**src/rtl/slc3_io_bridge.sv**
```systemverilog
// slc3_io_bridge: SLC-3 board I/O (button sync/debounce, switch/hex MMIO, PAUSE handshake).
// Define IO_DEBOUNCE_EN for counter debounce; otherwise buttons use a falling-edge detect.
module slc3_io_bridge #(
  parameter logic [15:0] IO_ADDR         = 16'hFFFF,
  parameter int          DEBOUNCE_CYCLES = 16
) (
  input  logic        Clk,
  input  logic        Reset,
  input  logic        Run_n,
  input  logic        Continue_n,
  input  logic [9:0]  SW,
  input  logic [15:0] MAR,
  input  logic [15:0] MDR_wr,
  input  logic        Mem_OE,
  input  logic        Mem_WE,
  input  logic        pause_req,
  input  logic [9:0]  pause_led,
  output logic        io_hit,
  output logic [15:0] io_rdata,
  output logic        run_pulse,
  output logic        pause_ack,
  output logic [9:0]  LED,
  output logic [6:0]  HEX0,
  output logic [6:0]  HEX1,
  output logic [6:0]  HEX2,
  output logic [6:0]  HEX3
);

  if (DEBOUNCE_CYCLES < 1) begin : g_bad_cfg
    $error("DEBOUNCE_CYCLES must be >= 1");
  end

  typedef enum logic [1:0] {IDLE, PAUSED, RELEASE} state_t;

  state_t      state, state_n;
  logic [1:0]  btn_s1, btn_s2, btn_pulse;
  logic [9:0]  sw_s1, sw_s2;
  logic [9:0]  led_q;
  logic        led_load;
  logic        cont_pulse;
  logic [15:0] hex_reg;

  // bit 0 = Run, bit 1 = Continue; released level is 1
  always_ff @(posedge Clk) begin
    if (Reset) begin
      btn_s1 <= 2'b11;
      btn_s2 <= 2'b11;
      sw_s1  <= '0;
      sw_s2  <= '0;
    end else begin
      btn_s1 <= {Continue_n, Run_n};
      btn_s2 <= btn_s1;
      sw_s1  <= SW;
      sw_s2  <= sw_s1;
    end
  end

`ifdef IO_DEBOUNCE_EN
  localparam int CW = $clog2(DEBOUNCE_CYCLES + 1);
  localparam logic [CW-1:0] CNT_MAX = CW'(DEBOUNCE_CYCLES);
  localparam logic [CW-1:0] CNT_ONE = CW'(1);

  logic [CW-1:0] cnt [2];

  always_ff @(posedge Clk) begin
    if (Reset) begin
      cnt[0]    <= '0;
      cnt[1]    <= '0;
      btn_pulse <= '0;
    end else begin
      for (int i = 0; i < 2; i++) begin
        btn_pulse[i] <= 1'b0;
        if (btn_s2[i]) begin
          cnt[i] <= '0;
        end else if (cnt[i] != CNT_MAX) begin
          cnt[i]       <= cnt[i] + CNT_ONE;
          btn_pulse[i] <= (cnt[i] + CNT_ONE == CNT_MAX);
        end
      end
    end
  end
`else
  logic [1:0] btn_prev;

  always_ff @(posedge Clk) begin
    if (Reset) begin
      btn_prev  <= 2'b11;
      btn_pulse <= '0;
    end else begin
      btn_prev  <= btn_s2;
      btn_pulse <= btn_prev & ~btn_s2;
    end
  end
`endif

  assign run_pulse  = btn_pulse[0];
  assign cont_pulse = btn_pulse[1];
  assign io_hit     = (MAR == IO_ADDR);

  // a simultaneous read and write is treated as a write only
  always_ff @(posedge Clk) begin
    if (Reset) begin
      io_rdata <= '0;
      hex_reg  <= '0;
    end else if (io_hit && Mem_WE) begin
      hex_reg  <= MDR_wr;
    end else if (io_hit && Mem_OE) begin
      io_rdata <= {6'b0, sw_s2};
    end
  end

  always_ff @(posedge Clk) begin
    if (Reset) begin
      state <= IDLE;
      led_q <= '0;
    end else begin
      state <= state_n;
      if (led_load) led_q <= pause_led;
    end
  end

  always_comb begin
    state_n   = state;
    led_load  = 1'b0;
    pause_ack = 1'b0;
    LED       = led_q;
    unique case (state)
      IDLE: begin
        LED = '0;
        if (pause_req) begin
          state_n  = PAUSED;
          led_load = 1'b1;
        end
      end
      PAUSED: begin
        if (cont_pulse && !Reset) begin
          pause_ack = 1'b1;
          state_n   = RELEASE;
        end
      end
      RELEASE: begin
        if (!pause_req) state_n = IDLE;
      end
      default: state_n = IDLE;
    endcase
  end

  function automatic logic [6:0] seg7(input logic [3:0] d);
    logic [6:0] s;
    unique case (d)
      4'h0: s = 7'h40;
      4'h1: s = 7'h79;
      4'h2: s = 7'h24;
      4'h3: s = 7'h30;
      4'h4: s = 7'h19;
      4'h5: s = 7'h12;
      4'h6: s = 7'h02;
      4'h7: s = 7'h78;
      4'h8: s = 7'h00;
      4'h9: s = 7'h10;
      4'hA: s = 7'h08;
      4'hB: s = 7'h03;
      4'hC: s = 7'h46;
      4'hD: s = 7'h21;
      4'hE: s = 7'h06;
      4'hF: s = 7'h0E;
      default: s = 7'h7F;
    endcase
    return s;
  endfunction

  assign HEX0 = seg7(hex_reg[3:0]);
  assign HEX1 = seg7(hex_reg[7:4]);
  assign HEX2 = seg7(hex_reg[11:8]);
  assign HEX3 = seg7(hex_reg[15:12]);

endmodule

```
**config.mk**
```make
export PLATFORM = sky130hd
export DESIGN_NAME = slc3_io_bridge
export DESIGN_NICKNAME = d
export VERILOG_FILES = /design/src/rtl/slc3_io_bridge.sv
export SDC_FILE = /design/constraint.sdc
export NUM_CORES = 1
export LEC_CHECK = 0
export BUFFER_PORTS_ARGS = -buffer_cell sky130_fd_sc_hd__buf_2
export CAP_MARGIN = 40
export CORE_UTILIZATION = 40
export CTS_BUF_LIST = sky130_fd_sc_hd__clkbuf_4 sky130_fd_sc_hd__clkbuf_8 sky130_fd_sc_hd__clkbuf_16
export CTS_CLUSTER_SIZE = 25
export DETAILED_ROUTE_END_ITERATION = 12
export PLACE_DENSITY = 0.64
export SLEW_MARGIN = 10
export SYNTH_ARGS = -nofsm -noshare
export SYNTH_HDL_FRONTEND = slang
export SYNTH_SLANG_ARGS = --single-unit
```
**constraint.sdc**
```tcl
create_clock -name Clk -period 7.77 [get_ports Clk]
set_clock_uncertainty 0.15 [all_clocks]
set_input_delay 1.554 -clock Clk [delete_from_list [all_inputs] [get_ports Clk]]
set_output_delay 1.554 -clock Clk [all_outputs]
set_load 0.01 [all_outputs]
```
==> run metrics, run 1 <==
status=finished, final reports clean; r2r worst-path depth=6; CP arrival=roughly 3100 ps; vias in the first global route=3467; Setup crit start kind=input port; TNS Setup=0 ps; htree depth=3; Synth cell types=45; pin count of the biggest net entering global routing=81; initial antenna violation count=0; clk sink count=94; Synth area leader=dfxtp_1; synthesized area=4440 um^2; effective utilization at floorplan=0.410; critical path endpoint category=output pin; via count=between 3000 and 4000; routability cong.=roughly 0.83; unrepaired setup endpoints after global routing=no; setup violators final=0; worst path cell trace=buf_2, nand4_1, or4_1, inv_4, buf_2; Hold Path Class=register to register; max-cap violation count=0; WS Path Type=input port to output pin; final slew viol count=0; Final min period=just under 5000 ps; Main synth FF type=dfxtp_1; initial DRC count=around 220; pwr/cell area=about 180 nW/um^2; Lkg Pwr=approximately 2.3 nW; Largest register FFs=16; worst hold path depth=2; sequential area share after synthesis=0.424; Syn Area/Cell=approximately 8.6 um^2; Hold Crit Start=btn_prev[1]; Hold EP=btn_pulse[1]; worst-path fanout max=17; nets@finish=692; fraction of post-synthesis cell area in the top cell type by area=0.424; most frequent cells after synthesis=dfxtp_1 (94), nand2_1 (67), a21oi_1 (48); overall global routing resource usage=0.178; final period utilization=0.619; dpl ws=between 2000 and 3000 ps; vias per cell=between 5 and 6; # diodes=0; CTS-repair resized insts=0; Crit path depth=5; r2r setup slk=between 5000 and 6000 ps; Die Area=11500 um^2; cts bufs inserted=9; io pins=between 100 and 150; dominant cell by count in the synthesized netlist=dfxtp_1; most used cell, CP=buf_2; Buffers & Inverters on Critical Path=3; DRC viols=0; dominant cells by area after synthesis=dfxtp_1 (42%), ha_1 (6.8%), nand2_1 (5.7%); DIE HEIGHT=roughly 110 um; first-pass GRT wire length=between 15000 and 20000 um; clock buffer depth=2; Finished Core Util=0.484; final antenna-violating net count=0; clock latency on the worst-skew pair=~360 ps; setup ws final=2960 ps; Max Fclk=between 0.2 and 0.25 GHz; core footprint=10800 um^2; Reg-to-Reg Start=hex_reg[9]; clk slew on worst S/H paths=about 100 ps; average routed wire per standard cell=about 14 um; drt pass-1 iters=5; die width=107 um; Root Buffer=clkbuf_8; Synth warnings=0; Post-synth EDFFs=0; DP Wirelength=slightly above 7000 um; relative slew slack=0.485; hold buffer count at CTS=0; Synth Instances=~520; IO Port Bufs=109; final hold vios=0; CP max stage delay=870 ps; cell family with most CP delay=simple AND/OR/NAND/NOR gates; Yosys reg bits=94; CTS tree=yes; post-synthesis async set-or-reset flop share=0; layout cells sized above 1=0.235; pin slew with the least headroom to its limit=just under 800 ps; Row Count=38; area growth from synthesis to layout=18.1%; Routed WL=between 10000 and 15000 um; Worst VDD drop=0.000117 V; r2r endpoint=HEX2[3]; Post-CTS Setup Bufs=0; grt ovf=0; Slowest cell on crit path=or4_1; WP data required=between 6000 and 7000 ps
## worst max path at each step
stage / endpoint / slack (ps) / start
4_1_cts: io_hit / 2940 / MAR[3]
2_1_floorplan: pause_ack / 3280 / Reset
3_3_place_gp: io_hit / 3000 / MAR[4]
5_1_grt: io_hit / 2870 / MAR[7]
3_5_place_dp: io_hit / 2940 / MAR[3]
6_report: io_hit / 2960 / MAR[3]
## per-layer routing
metal  vias to the layer above  part of all wire  track usage
met5                         -                 0            0
met1                      1845              0.45        0.228
li1                       1984                 -            -
met2                        98              0.49        0.299
met3                        10             0.052       0.0375
met4                         0             0.011       0.0548
## through the flow
step,area [um^2],power (mW),hold WS (ps),cells
3_3_place_gp,5000,0.558,242,737
2_1_floorplan,4460,0.537,239,522
4_1_cts,5250,0.941,253,754
3_5_place_dp,5010,0.560,248,738
5_1_grt,5250,0.969,271,754
6_report,5250,0.928,258,754
## logic make-up (layout without fill, tap and decap cells)
| kind of cell | after synthesis | after routing | share of synthesized area |
|---|---|---|---|
| adder cells (fa/ha/maj) | 24 | 24 | 0.0676 |
| multiplexers | 4 | 4 | 0.00901 |
| other | 1 | 6 | 0.000844 |
| buffers and inverters | 67 | 159 | 0.0715 |
| AND/OR/NAND/NOR | 205 | 205 | 0.246 |
| flip-flops | 94 | 94 | 0.424 |
| AO/OA/AOI/OAI | 122 | 122 | 0.182 |
## final cells by class
cell class / instances / area [um^2]
Fill cell: 1070 / 5590
Clock buffer: 9 / 124
Inverter: 31 / 119
Multi-Input combinational cell: 361 / 2260
Timing Repair Buffer: 112 / 576
Sequential cell: 94 / 1880
Clock inverter: 7 / 111
Tap cell: 140 / 175
## cells in the final DEF (no fill, tap or decap), types with 3 or more instances in the layout
cell type and instances:
clkbuf_8 9, nand3_1 20, nand4_1 9, nand2_1 67, o31ai_1 4, ha_1 24
mux2i_1 4, o2111ai_1 4, nor4b_1 6, o22ai_1 8, or2_2 6, nor2_1 6
or3_1 8, a2bb2oi_1 4, nand4b_1 3, a21oi_1 48, o21ai_1 4, nor4_1 6
a21oi_2 5, nor3_1 22, nand2b_1 8, conb_1 6, inv_1 29, a31oi_1 13
nor2b_1 30, o211a_1 4, a22o_1 4, a211o_1 8, dfxtp_1 94, and3_1 5
inv_8 3, a21o_1 12, or3b_1 4, buf_2 109
## worst min-delay path: stages (launching register included)
cell     delay, ps
dfxtp_1        310
inv_1           40
nor2_1          30
## where the power goes
group	total, mW	switching (mW)	internal [mW]
combinational	0.0547	0.0322	0.0224
clock	0.379	0.189	0.190
sequential	0.495	0.00311	0.491
Note: power is estimated with default switching activity, not from simulation.
==> run 2, diff against run 1 <==
Settings changed: ABC_AREA set to 1.
Clock period 7.77 ns to 4.7 ns, I/O delays scaled along.
==> run metrics, run 2 <==
critical path endpoint category=output pin; Reg-to-Reg Start=state[1]; area growth from synthesis to layout=18.7%; routability cong.=0.886 (+6.2%); die width=107 um (-0.32%); Hold Path Class=register to register; most frequent cells after synthesis=nand2_1 (138), inv_1 (98), dfxtp_1 (94); clock buffer depth=2 (unchanged); TNS Setup=0 ps (unchanged); fraction of post-synthesis cell area in the top cell type by area=0.426 (+0.00276); Synth area leader=dfxtp_1; fill count=1059 (-1.0%); hold buffer count at CTS=0 (unchanged); final antenna-violating net count=0 (unchanged); overall global routing resource usage=0.174 (-0.00432); vias in the first global route=3596 (+3.7%); pwr/cell area=281 nW/um^2 (+59%); # diodes=0 (unchanged); DP Wirelength=6860 um (-3.6%); drt pass-1 iters=4 (-1); Largest register FFs=16 (unchanged); Routed WL=9340 um (-8.5%); DRC viols=0 (unchanged); nets@finish=787 (+14%); most common cell after layout, fill and taps aside=nand2_1; io pins=116 (unchanged); initial DRC count=162 (-27%); Main synth FF type=dfxtp_1; final period utilization=0.626; WP data required=3610 ps (-2460 ps); initial antenna violation count=0 (unchanged); Post-CTS Setup Bufs=0 (unchanged); setup ws final=1760 ps (-1210 ps); first-pass GRT wire length=15800 um (-3.7%); Synth Instances=601 (+16%); IO Port Bufs=109 (unchanged); dominant cell by count in the synthesized netlist=nand2_1; htree depth=3 (unchanged); clock latency on the worst-skew pair=370 ps (about the same); area of the multi-input gates=2030 um^2 (-10%); Root Buffer=clkbuf_8; final hold vios=0 (unchanged); clk sink count=94 (unchanged); status=finished, final reports clean; Setup crit start kind=input port; WS Path Type=input port to output pin; cts bufs inserted=9 (unchanged); clk slew on worst S/H paths=100 ps (about the same); worst-path fanout max=16 (-1); Row Count=37 (-2.6%); core footprint=10500 um^2 (-3.1%); layout cells sized above 1=0.232 (-0.00289); average routed wire per standard cell=11.1 um (-18%); commonest cells after routing, fill and taps aside=nand2_1 (138), buf_2 (109), inv_1 (98); setup violators final=0 (unchanged); CP arrival=1850 ps (-1250 ps); Synth cell types=24 (-47%); CTS-repair resized insts=0 (unchanged); effective utilization at floorplan=0.420 (+0.0102); dpl ws=1470 ps (-1480 ps); dominant cells by area after synthesis=dfxtp_1 (43%), nand2_1 (12%), inv_1 (8.3%); CTS tree=yes; grt ovf=0 (unchanged); CP Launch Point=MAR[5]; vias per cell=4.58 (-12%); via count=3866 (-1.8%); DIE HEIGHT=107 um (-0.32%); Post-synth EDFFs=0 (unchanged); Synth warnings=0 (unchanged); Worst VDD drop=0.000212 V (+81%); relative slew slack=0.520 (+0.0350); Syn Area/Cell=7.34 um^2 (-15%); max-cap violation count=0 (unchanged); post-synthesis async set-or-reset flop share=0 (unchanged); sequential area share after synthesis=0.426 (+0.00276); pin slew with the least headroom to its limit=718 ps (-55.1 ps); final slew viol count=0 (unchanged); Lkg Pwr=2.94 nW (+27%); Final min period=2940 ps; Yosys reg bits=94 (unchanged); pin count of the biggest net entering global routing=51 (-37%); synthesized area=4410 um^2 (-0.65%); Max Fclk=about 0.34 GHz; Hold Crit Start=sw_s1[6]; Die Area=11500 um^2 (-0.63%); Sequential Area=1880 um^2 (unchanged); unrepaired setup endpoints after global routing=no
run 2: cell count changes in the layout (fill, tap and decap cells not counted), moves of 11 or more:
cell / previous run / this run
a21o_1: 12 / 0
nor3_1: 22 / 0
nor2_1: 6 / 61
inv_1: 29 / 98
nand4_1: 9 / 20
a31oi_1: 13 / 0
nor2b_1: 30 / 0
a21oi_1: 48 / 23
nand3_2: 1 / 15
nand3_1: 20 / 55
o21ai_0: 0 / 23
nand2_1: 67 / 138
run 2: cells by family (layout without fill, tap and decap cells):
logic type,count (synthesis),after routing,synth area share
AND/OR/NAND/NOR,307,307,0.334
AO/OA/AOI/OAI,46,46,0.0522
other,1,6,0.000850
adder cells (fa/ha/maj),24,24,0.0680
flip-flops,94,94,0.426
buffers and inverters,129,231,0.118
run 2: worst max-delay path, cell delays in order:
cell     delay (ps)
buf_2            90
nand2_1          60
nor2_1          100
nand2_1          90
nor2_4          350
buf_2           210
run 2: final cells by class:
class,instances,share of cell area
clock buffer,9,0.0236
clock inverter,6,0.0148
inverter,105,0.0757
multi-input combinational,383,0.387
sequential,94,0.359
tap,136,0.0325
timing repair buffer,111,0.107
run 2: stage by stage:
stage	total power, mW	cell area (um^2)	std cells	util	hold WS, ps
floorplan	0.894	4430	606	-	238
global placement	0.927	5040	829	0.479	244
detailed placement	0.930	5040	829	0.479	243
CTS	1.49	5240	844	0.499	257
global route	1.54	5240	844	0.499	266
finish	1.47	5240	844	0.499	256
run 2: layer usage:
metal | global-route usage | vias to the layer above | wire length, um
met2 | 0.282 | 115 | 4250
met1 | 0.209 | 1685 | 4280
met3 | 0.0456 | 13 | 642
met5 | 0 | - | 0
li1 | - | 2053 | -
met4 | 0.0939 | 0 | 170
run 2: path summary, 6_finish.rpt:
kind              end  slack [ps]  cells after the start
max            io_hit        1760                      6
min          sw_s2[6]         260                      2
max reg2reg  led_q[3]        2570                      4
min reg2reg  sw_s2[6]         260                      2
run 2: power by group:
part	internal (mW)	switching (mW)	total (mW)
combinational	0.0348	0.0571	0.0919
sequential	0.815	0.00444	0.819
clock	0.254	0.308	0.563
total	1.10	0.370	1.47
